$ cat src/rtl/scan_load_capture_ctrl.sv
// Scan-chain controller: serially loads PPIs into an N-bit chain, captures PPOs back
// for LSB-first unload, and behaves as the core's plain state register in functional mode.
module scan_load_capture_ctrl #(
    parameter int N     = 2,
    parameter int CNT_W = 8
) (
    input  logic             clk,
    input  logic             rst,
    input  logic             test_mode,
    input  logic             start,
    input  logic             scan_in,
    output logic             scan_out,
    input  logic [N-1:0]     ppo,
    output logic [N-1:0]     ppi,
    output logic             busy,
    output logic             done,
    output logic [CNT_W-1:0] pat_cnt
);

    localparam int CW = (N > 1) ? $clog2(N) : 1;
    localparam logic [CW-1:0] LAST_SHIFT = CW'(N - 1);

    typedef enum logic [1:0] {
        S_IDLE    = 2'd0,
        S_SHIFT   = 2'd1,
        S_CAPTURE = 2'd2,
        S_DONE    = 2'd3
    } state_t;

    state_t           r_state, w_state_nxt;
    logic [N-1:0]     r_chain, w_chain_nxt;
    logic [CW-1:0]    r_cnt, w_cnt_nxt;
    logic [CNT_W-1:0] r_pat_cnt, w_pat_cnt_nxt;

    // Serial bit enters at the MSB end so the first bit loaded finishes in chain[0].
    function automatic logic [N-1:0] shift_in(input logic [N-1:0] c, input logic b);
        logic [N-1:0] res;
        res        = c >> 1;
        res[N-1]   = b;
        return res;
    endfunction

    always_ff @(posedge clk or posedge rst) begin
        if (rst) begin
            r_state   <= S_IDLE;
            r_chain   <= '0;
            r_cnt     <= '0;
            r_pat_cnt <= '0;
        end else begin
            r_state   <= w_state_nxt;
            r_chain   <= w_chain_nxt;
            r_cnt     <= w_cnt_nxt;
            r_pat_cnt <= w_pat_cnt_nxt;
        end
    end

    always_comb begin
        w_state_nxt   = r_state;
        w_chain_nxt   = r_chain;
        w_cnt_nxt     = r_cnt;
        w_pat_cnt_nxt = r_pat_cnt;
        if (!test_mode) begin
            // Functional mode overrides any scan operation in flight.
            w_state_nxt = S_IDLE;
            w_chain_nxt = ppo;
            w_cnt_nxt   = '0;
        end else begin
            case (r_state)
                S_IDLE: begin
                    if (start) begin
                        w_state_nxt = S_SHIFT;
                        w_cnt_nxt   = '0;
                    end
                end
                S_SHIFT: begin
                    w_chain_nxt = shift_in(r_chain, scan_in);
                    if (r_cnt == LAST_SHIFT) begin
                        w_state_nxt = S_CAPTURE;
                        w_cnt_nxt   = '0;
                    end else begin
                        w_cnt_nxt   = r_cnt + CW'(1);
                    end
                end
                S_CAPTURE: begin
                    w_chain_nxt   = ppo;
                    w_pat_cnt_nxt = r_pat_cnt + CNT_W'(1);
                    w_state_nxt   = S_DONE;
                end
                S_DONE: begin
                    w_state_nxt = S_IDLE;
                end
                default: begin
                    w_state_nxt = S_IDLE;
                end
            endcase
        end
    end

    assign ppi      = r_chain;
    assign scan_out = r_chain[0];
    assign busy     = (r_state != S_IDLE);
    assign done     = (r_state == S_DONE);
    assign pat_cnt  = r_pat_cnt;

endmodule

$ cat config.mk
export PLATFORM = sky130hd
export DESIGN_NAME = scan_load_capture_ctrl
export DESIGN_NICKNAME = d
export VERILOG_FILES = /design/src/rtl/scan_load_capture_ctrl.sv
export SDC_FILE = /design/constraint.sdc
export NUM_CORES = 1
export LEC_CHECK = 0
export ABC_AREA = 1
export CORE_MARGIN = 1.5
export CORE_UTILIZATION = 46
export DETAILED_ROUTE_END_ITERATION = 10
export MAX_ROUTING_LAYER = met4
export PLACE_DENSITY = 0.77
export SLEW_MARGIN = 20
export SYNTH_ARGS = -nofsm -noshare
export SYNTH_HDL_FRONTEND = slang
export SYNTH_SLANG_ARGS = --single-unit
export TNS_END_PERCENT = 30
$ cat constraint.sdc
create_clock -name clk -period 1.8 [get_ports clk]
set_input_delay 0.36 -clock clk [delete_from_list [all_inputs] [get_ports clk]]
set_output_delay 0.36 -clock clk [all_outputs]
set_load 0.005 [all_outputs]
==> out/metrics.cfg <==
[detailed_routing]
wl_per_cell_um=10.9
drc_errors=0
firstDrtPassIters=4
wl_mm=1.36
antenna_left=0
vias=592
drtIter0Drc=7
via_per_inst=4.74

[sta]
rsz0062_at_grt=no
slew_headroom_pct=67.0
period_share_pct=89.8
worst_pin_slew_ps=494
hold_violations=0
fin_setup_tns_ps=0
finalCriticalPeriod_ps=1620
setup_viol=0
drv_slew=0
timing.fmax_mhz=619
skew_ps=1.46

[cells_and_area]
layout.cells.non_filler=125
finish.utilization_pct=65.0
mostFrequentLayoutCell=nand2_1
synthToLayoutAreaGrowth_pct=33.7
nNetsFinal=124
layout_common_cells=nand2_1, clkdlybuf4s50_1, dfrtp_1, inv_1, nand3_1
antennaDiodeCount=0
drive_above_1_share_pct=11.9

[run_status]
status=complete, no violations

[die]
initial_core_util_pct=48.7
die_area_mm2=0.00182
core-area_mm2=0.00149
fp-row-count=14
die_x_um=42.7
die_y_um=42.7
ios=20

[worst_setup_path]
crit_path_top_delay_cell=dfrtp_1
cp_num_buf_inv=2
max_stage_delay_ps=390
cp-end-kind=primary output
cp_top_family=buffers and inverters
cp_cell_sequence=buf_4 > ha_1 > dlygate4sd2_1
worstPathRequired_ps=1440
worstSetupPathType=reg -> out
arrival_ps=1260
cp_max_fo=3
cp-start-kind=flip-flop

[cts]
cts.htree.levels=1
cts_made_buffers=3
cts_max_path_buffers=2
cts_tree=done
clkTransAtPathRegs_ps=80
cts.sinks=13
clock_latency_ps=280
cts_root_buf=clkbuf_4

[synth]
yosysSeqAreaShare_pct=44.9
synth-seq-cells=13
synth_area_leaders=dfrtp_1, ha_1, nand2_1
syn_inst=85
syn_nets=99
synth_top_area_share_pct=44.9
syn_avg_cell_area_um2=8.52
yosysTopAreaCell=dfrtp_1
synth_compound_area_share_pct=3.45
synth-xor-area-share_pct=4.84
synth_cell_type_count=14
synthAdderAreaFrac_pct=12.1
netlist_area_um2=724
synth_simple_gate_area_share_pct=24.9
synth_top_family_by_area=simple AND/OR/NAND/NOR gates
yosys_warnings=0
synthMuxAreaShare_pct=1.55

[grt]
grt_pass1_wl_mm=2.27
grtUsageMet3_pct=3.83
grt_overflow=0
track_usage_pct=17.7
antenna_found_initial=0
grt.busiest_layer=met2
grt_pass1_vias=562
grt_max_degree=14
grt_util_met2_pct=27.9
use_met1_pct=19.5

[power]
ir_drop_v=0.000713
power_frac_seq_pct=38.5
p_leak_nw=0.492
p_int_w=0.000768
power_w=0.00120
p_switching_w=0.000430
p_sw_share_pct=35.9
pwr-share-comb_pct=46.2
powerDensity_mw_per_mm2=1240
clkPwrFrac_pct=15.3

[placed_design]
portBuffers=19
gp_congestion=0.765
dp_cells=119
dp_hpwl_mm=1.05

[run]
maxCapViolCount=0

[worst_hold_path]
hold_path_class=in -> async

-- cell usage after synthesis --
cell type   n
xnor2_1     2
ha_1        7
nand2_1    23
dfrtp_1    13
inv_1      14
nor2_1      2
mux2_2      1
o21ai_0     5
buf_4       1
nand3b_1    1
nand3_2     1
nor2_2      3
nand3_1    10
xor2_1      2
-- state kept, by name, indices dropped and copies added (netlist names) --
signal / flops
r_cnt: 1
ppi: 2
pat_cnt: 8
r_state: 2
-- final timing paths --
check	start	end	slack, ps	cells past startpoint
max	r_state[0]$_DFFE_PP0P_	done	180	3
max reg2reg	r_state[1]$_DFFE_PP0P_	pat_cnt[1]$_DFFE_PP0P_	440	4
min reg2reg	r_cnt$_DFFE_PP0P_	r_cnt$_DFFE_PP0P_	510	2
min	rst	pat_cnt[5]$_DFFE_PP0P_	400	2
min in group clk	r_cnt$_DFFE_PP0P_	r_cnt$_DFFE_PP0P_	510	2
max in group asynchronous	rst	r_state[1]$_DFFE_PP0P_	1070	2
-- layer usage --
layer | routed length, µm | vias to the layer above | share of wire [%]
li1 | - | 312 | -
met1 | 623 | 261 | 46
met2 | 635 | 13 | 47
met3 | 55 | 6 | 4.1
met4 | 42 | 0 | 3.1
met5 | 0 | - | 0
-- final cells by class --
cell class                 count  area (µm²)
multi-input combinational     57         342
tap                           16        20.0
clock buffer                   4        26.3
timing repair buffer          21         203
fill                         120         520
sequential                    13         325
inverter                      14        52.6
-- worst register-to-register path, stage by stage, from the launching register on --
cell and delay, ps:
dfrtp_1 400, buf_4 160, ha_1 230, nand2_1 120, mux2_2 350
-- power by group through the flow --
stage / Clock (W) / Combinational (W) / Sequential (W)
2_1_floorplan: 0 / 0.000276 / 0.000471
3_3_place_gp: 0 / 0.000494 / 0.000478
5_1_grt: 0.000202 / 0.000622 / 0.000478
6_report: 0.000183 / 0.000553 / 0.000461
4_1_cts: 0.000192 / 0.000562 / 0.000462
3_5_place_dp: 0 / 0.000518 / 0.000482
-- per-stage QoR --
step                instance area [µm²]  worst slack [ps]  hold slack [ps]
floorplan                           724               541              237
global route                        968               118              434
CTS                                 968               166              420
global placement                    927               206              474
finish                              968               184              395
detailed placement                  927               136              488
-- repair_timing --
action	4_1_cts	5_1_grt
gates resized for setup	5	0
buffers inserted	2	0
hold buffers	0	0
setup endpoints to repair	1	0
-- kinds of logic after synthesis --
logic type      Yosys count
compound gates            5
xor+xnor                  4
fa+ha+maj                 7
buf+inv                  15
flops                    13
mux                       1
simple gates             40
(Power assumes the default switching activity.)
